File: config.mk
export PLATFORM = sky130hd
export DESIGN_NAME = seg7l_blink_ctrl
export DESIGN_NICKNAME = d
export VERILOG_FILES = /design/src/rtl/seg7l_blink_ctrl_pkg.sv /design/src/rtl/half_period_timer.sv /design/src/rtl/seg7l_blink_ctrl.sv
export SDC_FILE = /design/constraint.sdc
export NUM_CORES = 1
export LEC_CHECK = 0
export ABC_AREA = 1
export CAP_MARGIN = 20
export CORE_MARGIN = 2
export CORE_UTILIZATION = 52
export CTS_BUF_LIST = sky130_fd_sc_hd__clkbuf_8
export DETAILED_ROUTE_END_ITERATION = 16
export HOLD_SLACK_MARGIN = 0.06
export PLACE_DENSITY = 0.71
export RECOVER_POWER = 50
export SETUP_SLACK_MARGIN = 0.1
export SYNTH_ARGS = -nofsm -noshare
export SYNTH_HDL_FRONTEND = slang
export SYNTH_SLANG_ARGS = --single-unit
File: constraint.sdc
create_clock -name clk -period 4.7 [get_ports clk]
set_input_delay 0.705 -clock clk [delete_from_list [all_inputs] [get_ports clk]]
set_output_delay 0.705 -clock clk [all_outputs]
set_load 0.01 [all_outputs]
File: src/rtl/seg7l_blink_ctrl_pkg.sv
// Shared state encodings and default constants for the 7-seg "L" blink controller.
package seg7l_blink_ctrl_pkg;

    // One half-period of 0.5 s at the DE0 50 MHz clock
    localparam int unsigned DEF_TICK_DIV = 25_000_000;
    localparam int unsigned DEF_CNT_W    = 8;

    typedef enum logic [1:0] {
        ST_IDLE = 2'd0,
        ST_ON   = 2'd1,
        ST_OFF  = 2'd2
    } state_t;

endpackage

File: src/rtl/half_period_timer.sv
// Half-period timer: counts 0..TICK_DIV-1 while run is high and flags the last count.
// It only counts; the controlling FSM decides what the terminal count means.
module half_period_timer #(
    parameter int unsigned TICK_DIV = 25_000_000
) (
    input  logic clk,
    input  logic nRST,
    input  logic clr,
    input  logic run,
    output logic tc
);

    localparam int unsigned TW = (TICK_DIV > 1) ? $clog2(TICK_DIV) : 1;
    localparam logic [TW-1:0] LAST = TW'(TICK_DIV - 1);

    logic [TW-1:0] r_cnt;
    logic          w_last;

    assign w_last = (r_cnt == LAST);
    assign tc     = run && w_last;

    // Count with wrap at the terminal value; clear has priority over run
    always_ff @(posedge clk or negedge nRST) begin
        if (!nRST) begin
            r_cnt <= '0;
        end else if (clr) begin
            r_cnt <= '0;
        end else if (run) begin
            r_cnt <= w_last ? '0 : r_cnt + TW'(1);
        end
    end

endmodule

File: src/rtl/seg7l_blink_ctrl.sv
// Blink sequencer driving the 7-seg "L" decoder enable with equal on/off half-periods.
// Runs a programmed number of blinks (count != 0) or continuously (count == 0).
// Optional build macro SEG7L_BLINK_PAUSE_EN adds a pause input that freezes the sequence.
module seg7l_blink_ctrl
    import seg7l_blink_ctrl_pkg::*;
#(
    parameter int unsigned TICK_DIV = DEF_TICK_DIV,
    parameter int unsigned CNT_W    = DEF_CNT_W
) (
    input  logic             clk,
    input  logic             nRST,
    input  logic             start,
    input  logic             stop,
    input  logic [CNT_W-1:0] count,
`ifdef SEG7L_BLINK_PAUSE_EN
    input  logic             pause,
`endif
    output logic             en,
    output logic             busy,
    output logic             done
);

    state_t           r_state;
    state_t           w_state_nxt;
    logic             r_en;
    logic             r_busy;
    logic             r_done;
    logic [CNT_W-1:0] r_blinks;
    logic [CNT_W-1:0] r_count_lat;

    logic             w_done_nxt;
    logic             w_load;
    logic             w_blink_inc;
    logic             w_pause;
    logic             w_active;
    logic             w_tmr_clr;
    logic             w_tmr_run;
    logic             w_tc;

`ifdef SEG7L_BLINK_PAUSE_EN
    assign w_pause = pause;
`else
    assign w_pause = 1'b0;
`endif

    assign w_active  = (r_state != ST_IDLE);
    // Timer sits at zero in IDLE and restarts on stop; it freezes under pause
    assign w_tmr_clr = !w_active || stop;
    assign w_tmr_run = w_active && !w_pause;

    half_period_timer #(
        .TICK_DIV (TICK_DIV)
    ) u_timer (
        .clk  (clk),
        .nRST (nRST),
        .clr  (w_tmr_clr),
        .run  (w_tmr_run),
        .tc   (w_tc)
    );

    // Next-state and event decode; stop always wins, start is only heard in IDLE
    always_comb begin
        w_state_nxt = r_state;
        w_done_nxt  = 1'b0;
        w_load      = 1'b0;
        w_blink_inc = 1'b0;
        case (r_state)
            ST_IDLE: begin
                if (start && !stop) begin
                    w_state_nxt = ST_ON;
                    w_load      = 1'b1;
                end
            end
            ST_ON: begin
                if (stop) begin
                    w_state_nxt = ST_IDLE;
                end else if (w_tc) begin
                    w_state_nxt = ST_OFF;
                    w_blink_inc = 1'b1;
                end
            end
            ST_OFF: begin
                if (stop) begin
                    w_state_nxt = ST_IDLE;
                end else if (w_tc) begin
                    if ((r_count_lat != '0) && (r_blinks == r_count_lat)) begin
                        w_state_nxt = ST_IDLE;
                        w_done_nxt  = 1'b1;
                    end else begin
                        w_state_nxt = ST_ON;
                    end
                end
            end
            default: begin
                w_state_nxt = ST_IDLE;
            end
        endcase
    end

    // State, registered outputs and blink bookkeeping
    always_ff @(posedge clk or negedge nRST) begin
        if (!nRST) begin
            r_state     <= ST_IDLE;
            r_en        <= 1'b0;
            r_busy      <= 1'b0;
            r_done      <= 1'b0;
            r_blinks    <= '0;
            r_count_lat <= '0;
        end else begin
            r_state <= w_state_nxt;
            r_en    <= (w_state_nxt == ST_ON);
            r_busy  <= (w_state_nxt != ST_IDLE);
            r_done  <= w_done_nxt;
            if (w_load) begin
                r_count_lat <= count;
                r_blinks    <= '0;
            end else if (w_blink_inc) begin
                // Wraps freely in continuous mode; only compared when count != 0
                r_blinks <= r_blinks + CNT_W'(1);
            end
        end
    end

    assign en   = r_en;
    assign busy = r_busy;
    assign done = r_done;

endmodule
==> flow_summary.json, run 1 <==
{
  "clkPwrFrac": 0.318,
  "grtUsageMet3": 0.0384,
  "grt_pass1_vias": 2161,
  "p_int_mw": 0.582,
  "min_period_ns": 2.55,
  "antenna_found_initial": 0,
  "fin_tns_setup_ns": 0,
  "min_period_over_period": 0.542,
  "required_ns": 4.93,
  "crit_path_end_kind": "flop",
  "die_x_um": 75.7,
  "grt.busiest_layer": "met2",
  "status": "finished with violations",
  "ys_ff_latch": 46,
  "crit_path_start_kind": "input port",
  "cts_tree": "yes",
  "vdd_ir_drop_max_mv": 0.199,
  "path_class": "input port to flop",
  "clock_latency_ns": 0.30,
  "max_stage_delay_ns": 0.56,
  "grt_pass1_wl_um": 9470,
  "grt_max_degree": 47,
  "grt.total_usage": 0.219,
  "syn_to_final_growth_pct": 11.3,
  "nNetsFinal": 402,
  "worst_path_max_delay_cell": "dlygate4sd3_1",
  "postRouteAntennaNets": 0,
  "hp-class": "input port to async pin",
  "switching_share": 0.273,
  "power_density_nw_per_um2": 269,
  "final_area_um2": 2970,
  "first_iter_violations": 141,
  "rows": 26,
  "path_cells": "dlygate4sd3_1 > inv_1 > nand3_1 > clkinv_1 > nor3b_1 > nand2_1 > o21ai_2",
  "cts_hold_buf": 0,
  "fmax_mhz": 393,
  "crit_buf_inv": 3,
  "clk_pin_slew_ns": 0.09,
  "syn_nets": 384,
  "post-place-ws_ns": 1.90,
  "dpl.hpwl_um": 4080,
  "arrival_ns": 2.78,
  "vias": 2295,
  "die_area_um2": 5730,
  "post_cts_resized": 0,
  "drive_gt1_frac": 0.0797,
  "root_buffer": "clkbuf_8",
  "finalMaxSlewViolations": 39,
  "fin_skew_ns": 0.00505,
  "drv_cap": 1,
  "rsz0062_at_grt": "no",
  "seq_area_frac_synth": 0.431,
  "combPwrFrac": 0.134,
  "vias_per_cell": 5.00,
  "fp.coreArea_um2": 5040,
  "overflow": 0,
  "post-route-drc-count": 0,
  "seq_power_share": 0.548,
  "hold_slack_ns": 0.310,
  "ys_warn_count": 0,
  "start_util": 0.530,
  "cts.path.max_buffers": 2,
  "setup_viol": 0,
  "wl_per_cell_um": 11.7,
  "cts_buffers": 5,
  "synthesis.area_um2": 2670,
  "dpl-instance-area_um2": 2880,
  "synth_cells": 370,
  "drt_pre_antenna_iters": 4,
  "numClockSinks": 46,
  "p_switching_mw": 0.218,
  "wirelength_um": 5390,
  "place.gp.congestion": 0.885,
  "relSlewSlack": -0.342,
  "n_antenna_cell": 0,
  "grt.met2_usage": 0.401,
  "setup_slack_ns": 2.15,
  "syn_avg_cell_area_um2": 7.22,
  "postCtsSetupRepairBufs": 0,
  "port_buffers": 14,
  "crit_family": "buffers and inverters",
  "grt_use_met1": 0.261,
  "htreeDepth": 2,
  "tightest_slew_ns": 2.01,
  "die_h_um": 75.7,
  "synth_cell_types": 28,
  "ios": 15,
  "violations": "capacitance limit, slew limit",
  "worst-path-max-fanout": 18,
  "hold_violations": 0,
  "p_leak_nw": 1.31
}
-- logic make-up (layout without fill, tap and decap cells) --
logic type,after synthesis,count (layout),synth area share
flip-flops,46,46,0.431
buffers and inverters,48,67,0.0689
AO/OA/AOI/OAI,14,14,0.0323
adder cells (fa/ha/maj),2,2,0.00937
AND/OR/NAND/NOR,245,245,0.409
XOR/XNOR,15,15,0.0492
-- stage by stage --
stage | std cells | utilization | power, mW
global route | 459 | 0.590 | 0.844
detailed placement | 450 | 0.570 | 0.555
floorplan | 370 | - | 0.516
global placement | 450 | 0.570 | 0.553
CTS | 458 | 0.589 | 0.808
finish | 459 | 0.590 | 0.800
-- sequential cells by signal, summed over array words and instances, names as in the netlist --
name           cells
en                 1
r_state            2
busy               1
r_blinks           8
u_timer.r_cnt     25
r_count_lat        8
done               1
-- synthesized netlist by cell type (all sizes together) --
library cell / n / area share
nor3: 10 / 0.019
a31oi: 1 / 0.0023
clkbuf: 2 / 0.0033
buf: 2 / 0.0037
nand2: 112 / 0.16
xnor2: 5 / 0.016
o21ai: 7 / 0.016
xor2: 10 / 0.033
clkinv: 2 / 0.0028
and3: 1 / 0.0023
nor3b: 3 / 0.0084
nand3: 26 / 0.053
ha: 2 / 0.0094
nand4: 13 / 0.030
or2: 2 / 0.0047
nor2: 78 / 0.13
a21oi: 6 / 0.014
inv: 42 / 0.059
dfrtp: 46 / 0.43
-- path summary, 6_finish.rpt --
check | startpoint | endpoint | slack, ns | depth (start not counted)
setup / recovery | stop | r_blinks[3] | 2.15 | 7
hold / removal | nRST | u_timer.r_cnt[10] | 0.31 | 1
setup reg to reg | r_state[1] | r_blinks[3] | 2.79 | 6
hold reg to reg | r_count_lat[3] | r_count_lat[3] | 0.53 | 2
max in group asynchronous | nRST | r_count_lat[4] | 2.16 | 2
min in group clk | r_count_lat[3] | r_count_lat[3] | 0.53 | 2
-- per-layer routing --
layer,vias to the layer above,wire [um]
met3,7,112
met5,-,0
met4,0,68
li1,1192,-
met1,1070,2430
met2,26,2780
-- worst register-to-register path, cell delays in order (launching register included) --
cell and delay [ns]:
dfrtp_1 0.38, nor2_1 0.06, nand3_1 0.37, clkinv_1 0.55
nor3b_1 0.33, nand2_1 0.09, o21ai_2 0.06
-- layout make-up --
type                    instances  area (um2)
clock buffers                   6        82.6
clock inverters                 2        12.5
repair buffers                 15         138
multi-input cells             276        1340
flip-flops and latches         46        1150
fillers                       470        2070
well taps                      70        87.6
inverters                      44         165
-- placed cells by master, fill, tap and decap left out, types with 3 or more instances in the layout --
cell type        instances
a21oi_1                  4
nor2_2                   3
clkdlybuf4s50_1         12
nor2_4                   5
nor2_1                  70
nand4_1                 13
o21ai_0                  5
xnor2_1                  5
clkbuf_8                 6
nand3_1                 25
dfrtp_1                 46
nand2_1                106
nor3_1                  10
xor2_1                  10
nor3b_1                  3
inv_1                   40
nand2_2                  5
-- power groups by stage --
stage | Combinational (mW) | Sequential [mW] | Clock [mW]
final | 0.107 | 0.439 | 0.254
after global routing | 0.124 | 0.443 | 0.277
after CTS | 0.109 | 0.438 | 0.260
after detailed placement | 0.109 | 0.446 | 0
after global placement | 0.107 | 0.445 | 0
after floorplan | 0.0727 | 0.444 | 0
Note: power is estimated with default switching activity, not from simulation.
==> run 2, diff against run 1 <==
clock period = 2.4 ns   (was 4.7 ns; I/O delays follow)
==> flow_summary.json, run 2 (synthesis results as in run 1) <==
{
  "wirelength_um": 5580,
  "post-place-ws_ns": 0.498,
  "grt_pass1_vias": 2112,
  "ios": 15,
  "final_area_um2": 3030,
  "min_path_cells": 1,
  "clock_latency_ns": 0.30,
  "min_period_over_period": 0.715,
  "postRouteAntennaNets": 0,
  "numClockSinks": 46,
  "dpl.hpwl_um": 4190,
  "crit_family": "simple AND/OR/NAND/NOR gates",
  "fin_tns_setup_ns": 0,
  "rr_worst_depth": 7,
  "cts_buffers": 5,
  "grt_pass1_wl_um": 9510,
  "post_cts_resized": 0,
  "path_cells": "ha_1 > nand2_1 > nor2_4 > nand3_1 > nor3_1 > nand2_1 > nand3_1",
  "largest_register_ffs": 25,
  "cts_tree": "yes",
  "hold_slack_ns": 0.525,
  "vias_per_cell": 4.98,
  "final_cell_mix": "106 x nand2_1, 70 x nor2_1, 46 x dfrtp_1",
  "port_buffers": 14,
  "fp.coreArea_um2": 5040,
  "htreeDepth": 2,
  "required_ns": 2.64,
  "rsz0062_at_grt": "no",
  "die_x_um": 75.7,
  "post-route-drc-count": 0,
  "path_class": "flop to flop",
  "max_stage_delay_ns": 0.43,
  "setup_slack_ns": 0.683,
  "nNetsFinal": 405,
  "first_iter_violations": 180,
  "clk_pin_slew_ns": 0.08,
  "place.gp.congestion": 0.928,
  "crit_buf_inv": 0,
  "worst-r2r-setup-slack_ns": 0.68,
  "worst_path_max_delay_cell": "dfrtp_1",
  "hp-class": "flop to flop",
  "worst-path-max-fanout": 6,
  "drive_gt1_frac": 0.0867,
  "r2r_end": "busy",
  "cts.path.max_buffers": 2,
  "die_area_um2": 5730,
  "reg_top3": "u_timer.r_cnt x25, r_blinks x8, r_count_lat x8",
  "vdd_ir_drop_max_mv": 0.345,
  "root_buffer": "clkbuf_8",
  "start_util": 0.530,
  "status": "finished, final reports clean",
  "wl_per_cell_um": 12.1,
  "largest-register": "u_timer.r_cnt",
  "fin_skew_ns": 0.00306,
  "relSlewSlack": 0.108,
  "tightest_slew_ns": 1.34,
  "path_depth": 7,
  "grt.total_usage": 0.224,
  "syn_to_final_growth_pct": 13.4,
  "crit_path_end_kind": "flop",
  "worstHoldEndpoint": "r_blinks[0]",
  "hp-start": "r_blinks[0]",
  "crit_path_start_kind": "flop",
  "p_leak_nw": 1.34,
  "setup_viol": 0,
  "r2r-start": "u_timer.r_cnt[0]",
  "overflow": 0,
  "arrival_ns": 1.95,
  "drv_cap": 0,
  "rows": 26,
  "hold_violations": 0,
  "grt_max_degree": 25,
  "drt_pre_antenna_iters": 4,
  "dpl-instance-area_um2": 2910,
  "final_common_cell": "nand2_1",
  "vias": 2300,
  "antenna_found_initial": 0,
  "power_density_nw_per_um2": 539,
  "n_antenna_cell": 0,
  "finalMaxSlewViolations": 0,
  "min_period_ns": 1.72,
  "die_h_um": 75.7,
  "fmax_mhz": 582
}
## run 2: changes by cell type in the layout (fill, tap and decap cells not counted), sizes merged
cell and change:
clkinvlp -1, clkbuf +1, buf +3, dlygate4sd3 +1
clkinv -1
## run 2: through the flow
| step | utilization | std cells | total power, mW |
|---|---|---|---|
| after global routing | 0.601 | 462 | 1.71 |
| after floorplan | - | 370 | 1.01 |
| after global placement | 0.577 | 453 | 1.09 |
| after CTS | 0.601 | 462 | 1.65 |
| final | 0.601 | 462 | 1.63 |
| after detailed placement | 0.577 | 453 | 1.10 |
## run 2: worst max path at each step
stage	slack (ns)	to	from
6_report	0.68	busy	u_timer.r_cnt[0]
5_1_grt	0.35	r_count_lat[2]	nRST
4_1_cts	0.68	busy	u_timer.r_cnt[0]
3_5_place_dp	0.50	u_timer.r_cnt[12]	stop
3_3_place_gp	0.54	u_timer.r_cnt[21]	stop
2_1_floorplan	0.92	u_timer.r_cnt[12]	u_timer.r_cnt[0]
## run 2: layout make-up
| cell class | instances | area, um2 |
|---|---|---|
| well taps | 70 | 87.6 |
| clock buffers | 8 | 110 |
| inverters | 44 | 165 |
| multi-input cells | 276 | 1340 |
| flip-flops and latches | 46 | 1150 |
| fillers | 475 | 2010 |
| repair buffers | 18 | 179 |
## run 2: report_power, final
part | internal [mW] | switching (mW)
Clock | 0.291 | 0.262
Combinational | 0.0941 | 0.124
Sequential | 0.820 | 0.0405
Total | 1.21 | 0.427
## run 2: per-layer routing
metal  GRT usage  routed length, um
met1       0.287               2540
met3      0.0397                203
met5           0                  0
met2       0.371               2730
met4      0.0994                102
## run 2: timing repair
action | in CTS | in global routing
hold buffers | 1 | 0
endpoints found under the hold margin | 14 | 0
setup buffers | 0 | 0
